**src/rtl/pipe_reg_elastic_if.sv**
```systemverilog
// -----------------------------------------------------------------------------
// pipe_reg_elastic_if
//   One valid/ready/data handshake channel between two pipeline stages.
//   The same interface type serves both sides of pipe_reg_elastic.
//
// Signals
//   valid  producer has a beat on data this cycle
//   ready  consumer accepts the beat this cycle
//   data   WIDTH-bit opaque payload (packed stage struct)
//
// Modports
//   master  producer side: drives valid/data, observes ready
//   slave   consumer side: observes valid/data, drives ready
// -----------------------------------------------------------------------------
interface pipe_reg_elastic_if #(
    parameter int WIDTH = 64
) ();

    logic             valid;
    logic             ready;
    logic [WIDTH-1:0] data;

    modport master (output valid, output data, input  ready);
    modport slave  (input  valid, input  data, output ready);

endinterface

```
**src/rtl/pipe_reg_elastic.sv**
```systemverilog
// -----------------------------------------------------------------------------
// pipe_reg_elastic
//   Elastic pipeline register for inter-stage boundaries (decode->issue,
//   issue->execute). Carries an opaque payload bit-exact and in order, using
//   a valid/ready handshake on both sides. Flush kills every held entry.
//   A saturating counter records the cycles in which the downstream side
//   stalls a valid beat.
//
//   SKID=1: main + skid entry. up_ready comes straight from a flop, which
//           breaks the combinational ready path while keeping 1 beat/cycle.
//   SKID=0: main entry only. up_ready = ~dn_valid | dn_ready (combinational).
//
// Ports
//   clk          clock, rising edge
//   rst          synchronous, active-high reset
//   flush_i      synchronous kill of all held entries
//   up_if        upstream channel (slave): valid/data in, ready out
//   dn_if        downstream channel (master): valid/data out, ready in
//   occupancy_o  entries held: 0..1 (SKID=0), 0..2 (SKID=1)
//   bp_cnt_o     saturating count of cycles with dn_valid=1 & dn_ready=0
// -----------------------------------------------------------------------------
module pipe_reg_elastic #(
    parameter int               WIDTH   = 64,
    parameter int               SKID    = 1,
    parameter logic [WIDTH-1:0] RST_VAL = '0,
    parameter int               CNT_W   = 16
) (
    input  logic               clk,
    input  logic               rst,
    input  logic               flush_i,
    pipe_reg_elastic_if.slave  up_if,
    pipe_reg_elastic_if.master dn_if,
    output logic [1:0]         occupancy_o,
    output logic [CNT_W-1:0]   bp_cnt_o
);

    // Main entry (drives the downstream side) and skid entry (SKID=1 only).
    logic             m_valid_q, m_valid_d;
    logic [WIDTH-1:0] m_data_q,  m_data_d;
    logic             s_valid_q, s_valid_d;
    logic [WIDTH-1:0] s_data_q,  s_data_d;
    logic             up_ready_q, up_ready_d;
    logic [CNT_W-1:0] bp_cnt_q,  bp_cnt_d;

    logic up_fire;
    logic dn_fire;

    assign up_if.ready = (SKID != 0) ? up_ready_q : (~m_valid_q | dn_if.ready);
    assign up_fire     = up_if.valid & up_if.ready;
    assign dn_fire     = m_valid_q & dn_if.ready;

    assign dn_if.valid = m_valid_q;
    assign dn_if.data  = m_data_q;
    assign occupancy_o = 2'(m_valid_q) + 2'(s_valid_q);
    assign bp_cnt_o    = bp_cnt_q;

    always_comb begin
        // NOTE: every next-state signal gets its hold value first, so no path
        // through this block can leave one unassigned and infer a latch.
        m_valid_d  = m_valid_q;
        m_data_d   = m_data_q;
        s_valid_d  = s_valid_q;
        s_data_d   = s_data_q;
        bp_cnt_d   = bp_cnt_q;

        // Downstream took the main beat: the skid beat (if any) moves up.
        if (dn_fire) begin
            m_valid_d = s_valid_q;
            m_data_d  = s_valid_q ? s_data_q : m_data_q;
            s_valid_d = 1'b0;
            s_data_d  = RST_VAL;
        end

        // Accepting is only possible while the skid entry is empty, so a new
        // beat either lands in main (main free or draining this cycle) or is
        // parked in skid behind a stalled main beat.
        if (up_fire) begin
            if (!m_valid_q || dn_fire) begin
                m_valid_d = 1'b1;
                m_data_d  = up_if.data;
            end else if (SKID != 0) begin
                s_valid_d = 1'b1;
                s_data_d  = up_if.data;
            end
        end

        // Flush overrides the handshake; a coincident dn transfer has already
        // been consumed downstream and a coincident up beat is dropped here.
        if (flush_i) begin
            m_valid_d = 1'b0;
            m_data_d  = RST_VAL;
            s_valid_d = 1'b0;
            s_data_d  = RST_VAL;
        end

        // Stall counting is independent of flush.
        if (m_valid_q && !dn_if.ready && (bp_cnt_q != '1)) begin
            bp_cnt_d = bp_cnt_q + CNT_W'(1);
        end

        up_ready_d = ~s_valid_d;
    end

    always_ff @(posedge clk) begin
        // NOTE: payload registers are reset too, so dn_data is a defined NOP
        // encoding right after reset instead of X.
        if (rst) begin
            m_valid_q  <= 1'b0;
            m_data_q   <= RST_VAL;
            s_valid_q  <= 1'b0;
            s_data_q   <= RST_VAL;
            up_ready_q <= 1'b1;
            bp_cnt_q   <= '0;
        end else begin
            // NOTE: non-blocking assignments so every flop samples the values
            // from before this edge, independent of statement order.
            m_valid_q  <= m_valid_d;
            m_data_q   <= m_data_d;
            s_valid_q  <= s_valid_d;
            s_data_q   <= s_data_d;
            up_ready_q <= up_ready_d;
            bp_cnt_q   <= bp_cnt_d;
        end
    end

endmodule

```
**src/flat_wrapper.sv**
```systemverilog
// flat-port wrapper written by rule: the top's interface ports become plain ports
module pipe_reg_elastic_flat 
#(
    parameter int               WIDTH   = 64,
    parameter int               SKID    = 1,
    parameter logic [WIDTH-1:0] RST_VAL = '0,
    parameter int               CNT_W   = 16
)
  (clk, rst, flush_i, occupancy_o, bp_cnt_o, up_if_valid, up_if_data, up_if_ready, dn_if_valid, dn_if_data, dn_if_ready);
  pipe_reg_elastic_if #(.WIDTH(WIDTH)) up_if_i ();
  pipe_reg_elastic_if #(.WIDTH(WIDTH)) dn_if_i ();
  input  logic clk;
  input  logic rst;
  input  logic flush_i;
  output logic [1:0] occupancy_o;
  output logic [CNT_W-1:0] bp_cnt_o;
  input wire logic [$bits(up_if_i.valid)-1:0] up_if_valid;
  input wire logic [$bits(up_if_i.data)-1:0] up_if_data;
  output wire logic [$bits(up_if_i.ready)-1:0] up_if_ready;
  output wire logic [$bits(dn_if_i.valid)-1:0] dn_if_valid;
  output wire logic [$bits(dn_if_i.data)-1:0] dn_if_data;
  input wire logic [$bits(dn_if_i.ready)-1:0] dn_if_ready;
  assign up_if_i.valid = up_if_valid;
  assign up_if_i.data = up_if_data;
  assign up_if_ready = up_if_i.ready;
  assign dn_if_valid = dn_if_i.valid;
  assign dn_if_data = dn_if_i.data;
  assign dn_if_i.ready = dn_if_ready;
  pipe_reg_elastic #(.WIDTH(WIDTH), .SKID(SKID), .RST_VAL(RST_VAL), .CNT_W(CNT_W)) u_core (.clk(clk), .rst(rst), .flush_i(flush_i), .up_if(up_if_i), .dn_if(dn_if_i), .occupancy_o(occupancy_o), .bp_cnt_o(bp_cnt_o));
endmodule
```
**config.mk**
```make
export PLATFORM = sky130hd
export DESIGN_NAME = pipe_reg_elastic_flat
export DESIGN_NICKNAME = d
export VERILOG_FILES = /design/src/rtl/pipe_reg_elastic_if.sv /design/src/rtl/pipe_reg_elastic.sv /design/src/flat_wrapper.sv
export SDC_FILE = /design/constraint.sdc
export NUM_CORES = 1
export LEC_CHECK = 0
export CORE_AREA = 4 4 136 138
export DETAILED_ROUTE_END_ITERATION = 10
export DIE_AREA = 0 0 140 142
export GPL_TIMING_DRIVEN = 0
export HOLD_SLACK_MARGIN = 0.08
export PLACE_DENSITY = 0.65
export SETUP_SLACK_MARGIN = 0.4
export SLEW_MARGIN = 20
export SYNTH_ARGS = -nofsm -noshare
export SYNTH_HDL_FRONTEND = slang
export SYNTH_SLANG_ARGS = --single-unit
```
**constraint.sdc**
```tcl
create_clock -name clk -period 1.76 [get_ports clk]
set_input_delay 0.176 -clock clk [delete_from_list [all_inputs] [get_ports clk]]
set_output_delay 0.176 -clock clk [all_outputs]
set_load 0.005 [all_outputs]
```
* Yosys cells after proc, flatten, opt, wreduce, memory -nomap -nowiden
Index checks and enable logic that the tools add are counted.
** Word-level totals
- Word-level logic and storage cells :: 32
- Register bits :: 147
- Output and inout port bits :: 84
** Operators by class
- Mux-type cells :: 14
- Equal/unequal tests :: 1
- Add/sub/neg operators :: 2
- Reduce and logical (&&, ||, !) cells :: 6
- Bitwise logic cells :: 3
** Operator list (count)
- 64-bit 2-to-1 mux :: 7
- 16-bit by 1-bit adder with 16-bit output, second input constant :: 1
- 16-bit inequality test, second input constant :: 1
- 1-bit 2-to-1 mux :: 7
- 1-bit by 1-bit adder with 2-bit output :: 1
- 1-bit bitwise AND :: 2
- 1-bit logical AND :: 2
- 1-bit logical NOT :: 2
- 2-bit OR reduction :: 1
- 1-bit logical OR :: 1
- 1-bit inverter :: 1

* Logic depth before layout (Yosys ltp)
Gate-level depths: netlist of the first run.
- Word-level depth :: 6
- Depth in mapped cells :: 6

* Worst setup path after synthesis of the first run
No wires, ideal clock.
- Path type :: register to register
- Start point :: reg u_core.bp_cnt_q[0], in the netlist u_core.bp_cnt_o[0]
- End point :: reg u_core.bp_cnt_q[1], in the netlist u_core.bp_cnt_o[1]
- Library setup time :: 128 ps
- Required time :: 1632 ps
- Path buffers :: 1
- Slack :: -49 ps
- Arrival :: 1682 ps
- Stages on the path, launching flop included :: 7
- Cells stage by stage :: dfxtp_1 > ha_1 > nand3_1 > o41ai_2 > buf_2 > mux2i_1 > nor2_1
** On the way
- Cells in the longest elaborated chain, start to end :: 2
** RTL lines
- start: declaration :: RTL line pipe_reg_elastic.sv:43 : logic [CNT_W-1:0] bp_cnt_q, bp_cnt_d;
- start signal: assignment :: RTL line pipe_reg_elastic.sv:122 : bp_cnt_q <= bp_cnt_d;
- parallel branches: the longest is 2 deep, another holds 16-bit by 1-bit adder with 16-bit output
Parallel ways; which one is timed is not known.
A chain may end at the register's enable or synchronous reset.

* Worst setup path after layout of the first run
- Start point :: reg u_core.bp_cnt_q[3], in the netlist u_core.bp_cnt_o[3]
- End point :: reg u_core.bp_cnt_q[15], in the netlist u_core.bp_cnt_o[15]
Same word-level chain as after synthesis.

==> results of run 1 <==
-- registers in the layout, indices dropped and copies added (netlist names) --
signal,flops
u_core.s_valid_q,1
u_core.s_data_q,64
u_core.bp_cnt_o,16
u_core.dn_if.valid,1
u_core.dn_if.data,64
u_core.up_if.ready,1
-- layout make-up --
class / count / share of cell area
multi-input cells: 469 / 0.3470
flip-flops and latches: 147 / 0.2896
repair buffers: 212 / 0.2142
plain buffers: 59 / 0.05596
clock buffers: 19 / 0.04270
well taps: 225 / 0.02714
clock inverters: 13 / 0.02231
inverters: 3 / 0.001086
-- kinds of logic (layout without fill, tap and decap cells) --
family          count (synthesis)  in the layout  synth area share
flops                         147            147            0.4942
buf+inv                        62            306           0.04055
compound gates                157            157            0.1631
mux                            66             66            0.1112
fa+ha+maj                       2              2          0.004202
simple gates                  242            242            0.1839
xor+xnor                        2              2          0.002942
-- per-layer routing --
metal | part of all wire | track usage | wire [um]
met5 | 0 | 0 | 0
met4 | 0.018 | 0.06221 | 374
met3 | 0.048 | 0.04435 | 992
met2 | 0.50 | 0.3282 | 10290
met1 | 0.44 | 0.2483 | 9070
-- cell usage after synthesis, types with 2 or more instances --
| cell type | instances |
|---|---|
| o21ai_0 | 9 |
| dfxtp_1 | 147 |
| nand2_1 | 71 |
| xor2_1 | 2 |
| or4_1 | 5 |
| buf_2 | 7 |
| o31ai_1 | 4 |
| a21oi_1 | 78 |
| inv_1 | 3 |
| nand3_1 | 72 |
| a211oi_1 | 64 |
| or2_2 | 3 |
| ha_1 | 2 |
| nor2_1 | 70 |
| nand4_1 | 4 |
| mux2i_1 | 65 |
| buf_1 | 4 |
| or3_1 | 6 |
| clkbuf_1 | 48 |
| nor2b_1 | 2 |
-- cells in the final DEF (no fill, tap or decap), types with 8 or more instances in the layout --
master and n:
nand3_4 8, nand3_2 59, buf_6 17, nor2_1 69, clkbuf_2 13, mux2i_1 58, a21oi_1 21, buf_8 14
buf_4 31, a211oi_1 52, dfxtp_4 11, a21oi_2 57, clkbuf_4 9, a211oi_2 12, clkbuf_16 24, dlygate4sd2_1 72
nand2_1 71, clkdlybuf4s50_1 70, dfxtp_1 120, dfxtp_2 16, buf_12 11
-- what timing repair did --
action / CTS / global route
buffers inserted: 44 / 2
hold buffers: 0 / 0
endpoints found under the setup margin: 231 / 157
resized for setup: 270 / 182
pin swaps: 94 / 77
cloned: 10 / 5
-- metrics by stage --
stage	setup TNS, ps	instances	util	setup slack (ps)
final	0	1147	0.6039	89.68
after global routing	0	1147	0.6039	17.82
after CTS	0	1140	0.5591	109.5
after detailed placement	-66090	1054	0.4571	-558.9
after global placement	-62760	1054	0.4571	-540.9
after floorplan	0	678	-	110.1
-- path summary, 6_finish.rpt --
path | start | endpoint | slack (ps) | cells after the start
max | u_core.bp_cnt_o[3] | u_core.bp_cnt_o[15] | 90 | 4
min | rst | u_core.bp_cnt_o[4] | 180 | 2
max reg2reg | u_core.bp_cnt_o[3] | u_core.bp_cnt_o[15] | 90 | 4
min reg2reg | u_core.s_data_q[16] | u_core.s_data_q[16] | 460 | 2
-- where the power goes --
part,switching [uW],total [uW],internal (uW)
clock,1470,4170,2700
sequential,47.9,3440,3390
combinational,399,789,391
total,1920,8400,6480
-- worst max-delay path: cells and delay by family (launching register included) --
family / cells / cell delay [ps]
AND/OR/NAND/NOR: 3 / 1070
AO/OA/AOI/OAI: 1 / 140
flip-flops: 1 / 380
==> summary.md, run 1 <==
| Metric | Value |
|---|---|
| Total Routed Length | 20.73 mm |
| Worst VDD drop | 720.3 uV |
| Congestion Overflow GR | 0 |
| Height of the chip | 142 um |
| Number of H-tree branching levels | 4 |
| Main area contributors after synthesis | dfxtp_1, mux2i_1, a211oi_1 |
| Synthesized area per cell | 8.782 um2 |
| Fin crit period | 1670 ps |
| Post-route design area | 10370 um2 |
| Routed vias/inst | 5.241 |
| Worst min-delay path category | in -> reg |
| Startpoint class of the critical path | flip-flop |
| Detailed-router iteration count before antenna repair | 5 |
| Estimated wirelength of the detail-placed design | 12.28 mm |
| Final net count | 980 |
| Count of synthesis-stage warnings from yosys | 0 |
| Row Count | 48 |
| Fraction of the cycle the final worst path needs | 0.9490 |
| Clock slew at reported path FFs | 60 ps |
| Sequential element share of the synthesized area | 0.4942 |
| CTS tree | yes |
| Register area | 3004 um2 |
| Net Count, Synth | 749 |
| Pins Over Slew Limit | 0 |
| Number of clock buffers inserted by TritonCTS | 17 |
| Global-route wire length before repair | 31.13 mm |
| Share of final-layout standard cells stronger than drive strength 1 | 0.3666 |
| Result of the run | finished, final reports clean |
| Via total after detailed routing | 6011 |
| Via count of the first global-routing pass | 5902 |
| CP peak stage delay | 490 ps |
| Post-Place Cell Area | 7851 um2 |
| Initial drt markers | 263 |
| Clock latency at the later pin of the worst-skew pair | 420 ps |
| Cell Area, Synth | 5954 um2 |
| Cell taking the most area after synthesis | dfxtp_1 |
| Cell count after synthesis | 678 |
| Root cell of the clock tree | clkbuf_16 |
| Final-report hold violation count | 0 |
| DRC errors left | 0 |
| Type of the worst setup path | reg -> reg |
| Worst Path Max Fanout | 7 |
| Final worst hold slack | 180.8 ps |
| Fill cell instance count of the final layout | 1455 |
| Flip-flop and latch count after synthesis | 147 |
| Dominant synthesized flop cell | dfxtp_1 |
| Starting Density | 0.3467 |
| Die area | 19880 um2 |
| Top Ports | 153 |
| Fmax | 0.5987 GHz |
| Count of inserted antenna diode cells | 0 |
| Distinct cell type count after synthesis | 32 |
| Critical path data required time | 2100 ps |
| Layout overhead on the synthesized area | 74.22% |
| Core ar. | 17180 um2 |
| EDFF count, synth | 0 |
| Number of maximum-capacitance constraint violations | 0 |
| Antenna-violating nets left | 0 |
| Mean routed wirelength per cell | 18.07 um |
| Area used by multi-input combinational logic | 3600 um2 |
| Post-synthesis async set-or-reset flop share | 0 |
| Number of port buffers | 151 |
| Clock sink count | 147 |
| Setup repair after global routing missed its margin | true |
| Antenna violations before repair | 0 |
| Maximum root-to-sink buffer count | 2 |
| Critical-path cell list | nand4_1, or4_4, or4_1, a21oi_1 |
| Tightest slew margin relative to the limit | 0.6053 |
| Fraction of synthesized cell area taken by the top area cell type | 0.4942 |
| Power per cell area | 809.3 nW/um2 |
| Leakage component of the power | 0.004270 uW |
| Signal arrival time at the worst endpoint | 2010 ps |
| Total Power Consumption | 8396 uW |
| Setup violation total in the final timing report | 0 |
| GRT Overall Usage | 0.1944 |
| Pin count of the biggest net entering global routing | 17 |
| Width of the chip | 140 um |
| Capturing element type of the critical path | flip-flop |
| Final Skew | 13.64 ps |
| Slowest cell on the critical path | or4_4 |
| Actual transition at the worst max-transition pin | 592.0 ps |
| Final Wtd Congestion | 0.8108 |
Note: power is estimated with default switching activity, not from simulation.
==> run 2: changes to the inputs <==
- CORE_AREA: 4 4 136 138 -> 2 2 134 136
- DIE_AREA: 0 0 140 142 -> 0 0 136 138
==> run 2 against run 1 <==
Die area shrank 5.6%; hold slack gained 3.2 ps; fmax shrank 0.91%; first-iteration DRC count grew 0.38%; clock-buffer cell count grew 6; sequential power is essentially flat; combinational power grew 28%; core utilization grew 3.8 points; sequential share of layout area shrank 2.1 points; global-route usage grew 1.5 points; largest cell class unchanged.
==> summary.md, run 2 (synthesized netlist as in run 1, its figures left out) <==
| Metric | Value |
|---|---|
| Result of the run | finished, final reports clean |
| Count of inserted antenna diode cells | 0 (unchanged) |
| Final Skew | 5.839 ps (-7.801 ps) |
| Critical path data required time | 2110 ps (about the same) |
| Share of the core filled with cells in the final layout | 0.6416 (+0.03770) |
| Power per cell area | 748.6 nW/um2 (-7.5%) |
| Part of the power in the clock network | 0.471 (-0.025) |
| Starting Density | 0.3396 (-0.007075) |
| Via count of the first global-routing pass | 5771 (-2.2%) |
| Clock slew at reported path FFs | 60 ps (about the same) |
| Width of the chip | 136 um (-2.9%) |
| Internal portion of total power | 6464 uW (-0.25%) |
| Clock sink count | 147 (unchanged) |
| Worst Path Max Fanout | 6 (-1) |
| Setup violation total in the final timing report | 0 (unchanged) |
| Top Ports | 153 (unchanged) |
| R2r setup slk | 70 ps (-20 ps) |
| DRC errors left | 0 (unchanged) |
| Worst VDD drop | 674.2 uV (-6.4%) |
| Antenna-violating nets left | 0 (unchanged) |
| Hold path start | rst |
| Worst reg2reg path startpoint | u_core.bp_cnt_o[1] |
| Total Routed Length | 21.87 mm (+5.5%) |
| Core ar. | 17530 um2 (+2.1%) |
| Fmax | 0.5932 GHz (-0.91%) |
| Estimated wirelength of the detail-placed design | 11.92 mm (-2.9%) |
| Timing startpoint of the critical path | u_core.bp_cnt_o[1] |
| Routed vias/inst | 5.282 (+0.79%) |
| GRT Overall Usage | 0.2095 (+0.01512) |
| Antenna violations before repair | 0 (unchanged) |
| Fraction of the cycle the final worst path needs | 0.9578 (+0.008729) |
| Final-report hold violation count | 0 (unchanged) |
| Worst min-delay path category | in -> reg |
| Row Count | 49 (+2.1%) |
| Number of port buffers | 151 (unchanged) |
| Via total after detailed routing | 6164 (+2.5%) |
| Register share of total power | 0.409 (about the same) |
| Actual transition at the worst max-transition pin | 714.6 ps (+122.6 ps) |
| Layout overhead on the synthesized area | 88.95% |
| Height of the chip | 138 um (-2.8%) |
| Final worst hold slack | 184.0 ps (+3.246 ps) |
| Setup repair after global routing missed its margin | true |
| Tightest slew margin relative to the limit | 0.5236 (-0.08173) |
| Pin count of the biggest net entering global routing | 17 (unchanged) |
| Startpoint class of the critical path | flip-flop |
| Share of final-layout standard cells stronger than drive strength 1 | 0.4339 (+0.06731) |
| Most frequent standard cell in the layout excluding fill and tap cells | dfxtp_1 |
| Placed instance count | 1058 (+0.38%) |
| Worst hold path endpoint | u_core.bp_cnt_o[2] |
| Type of the worst setup path | reg -> reg |
| Mean routed wirelength per cell | 18.74 um (+3.7%) |
| CTS hold repair buffers | 0 (unchanged) |
| Most frequent cells in the layout | dfxtp_1, nand2_1, clkdlybuf4s50_1, dlygate4sd2_1, nor2_1 |
| Final net count | 996 (+1.6%) |
| Post-route non-filler standard cell count | 1167 (+1.7%) |
| Maximum root-to-sink buffer count | 2 (unchanged) |
| Root cell of the clock tree | clkbuf_16 |
| Switching power summed over all nets | 1959 uW (+2.2%) |
| Number of H-tree branching levels | 4 (unchanged) |
| Reg-to-reg endpoint | u_core.bp_cnt_o[12] |
| Congestion Overflow GR | 0 (unchanged) |
| Signal arrival time at the worst endpoint | 2040 ps (+30 ps) |
| Number of clock buffers inserted by TritonCTS | 17 (unchanged) |
| Die area | 18770 um2 (-5.6%) |
| Cell depth of the worst flop-to-flop path | 5 (+1) |
| Combinational cell fraction of total power | 0.120 (+0.026) |
| Switching part of the total power | 0.2326 (+0.004362) |
| Instance count along the most critical hold path | 2 (unchanged) |
| Leakage component of the power | 0.004505 uW (+5.5%) |
| Number of maximum-capacitance constraint violations | 0 (unchanged) |
| Fin crit period | 1686 ps (+15.36 ps) |
| Global-route wire length before repair | 30.86 mm (-0.89%) |
| Final Wtd Congestion | 0.7560 (-6.8%) |
| Detailed-router iteration count before antenna repair | 4 (-1) |
| Capturing element type of the critical path | flip-flop |
| CTS tree | yes |
| Clock latency at the later pin of the worst-skew pair | 430 ps (about the same) |
| Pins Over Slew Limit | 0 (unchanged) |
| Initial drt markers | 264 (+0.38%) |
-- run 2: changes by cell type in the layout (fill, tap and decap cells not counted), sizes merged --
cell and change:
clkbuf +16, buf +7, bufinv -3, clkinv -3, dlygate4sd2 -3, dlymetal6s2s +2, clkdlybuf4s15 +1, clkdlybuf4s50 -1
-- run 2: worst max path at each step --
| stage | endpoint | slack [ps] | cells after the start |
|---|---|---|---|
| 4_1_cts | u_core.bp_cnt_o[13] | 80 | 4 |
| 5_1_grt | u_core.bp_cnt_o[12] | 30 | 5 |
| 3_3_place_gp | u_core.dn_if.data[31] | -550 | 6 |
| 3_5_place_dp | u_core.dn_if.data[34] | -590 | 6 |
| 6_report | u_core.bp_cnt_o[12] | 70 | 5 |
| 2_1_floorplan | u_core.bp_cnt_o[13] | 110 | 4 |
-- run 2: power groups by stage --
stage | logic, uW | registers, uW | clock network (uW)
floorplan | 253 | 3510 | 0
global placement | 669 | 3520 | 0
detailed placement | 673 | 3520 | 0
CTS | 875 | 3440 | 3980
global route | 1070 | 3450 | 4160
finish | 1010 | 3440 | 3960
-- run 2: final cells by class --
cell class	instances	area, um2
Fill cell	1372	6284
Multi-Input combinational cell	469	3938
Sequential cell	147	3022
Timing Repair Buffer	228	2499
Buffer	59	843.3
Clock buffer	25	536.8
Tap cell	229	286.5
Clock inverter	7	115.1
Inverter	3	11.26
-- run 2: layer usage --
metal	vias to the layer above	GRT usage	routed length [um]
met4	0	0.06798	475
met2	157	0.3565	11320
met5	-	0	0
li1	2928	-	-
met1	3048	0.2680	9090
met3	31	0.03594	983
-- run 2: per-stage QoR --
stage / instance area, um2 / power [uW] / TNS [ps] / worst slack [ps]
final: 11250 / 8423 / 0 / 74.31
after detailed placement: 7856 / 4192 / -67380 / -594.3
after CTS: 9933 / 8301 / 0 / 82.29
after global placement: 7856 / 4188 / -65150 / -548.5
after floorplan: 6058 / 3768 / 0 / 110.1
after global routing: 11250 / 8681 / 0 / 33.24
-- run 2: worst max-delay path, cell delays in order, from the launching register on --
cell     delay [ps]
dfxtp_4         380
ha_4            160
nand3_4         110
or4_4           500
or3_1           340
a21oi_1         130
-- run 2: repair_timing --
item / CTS / global route
setup buffers: 37 / 14
cloned: 12 / 14
pin swaps: 34 / 137
resized for setup: 337 / 250
setup endpoints to repair: 231 / 159
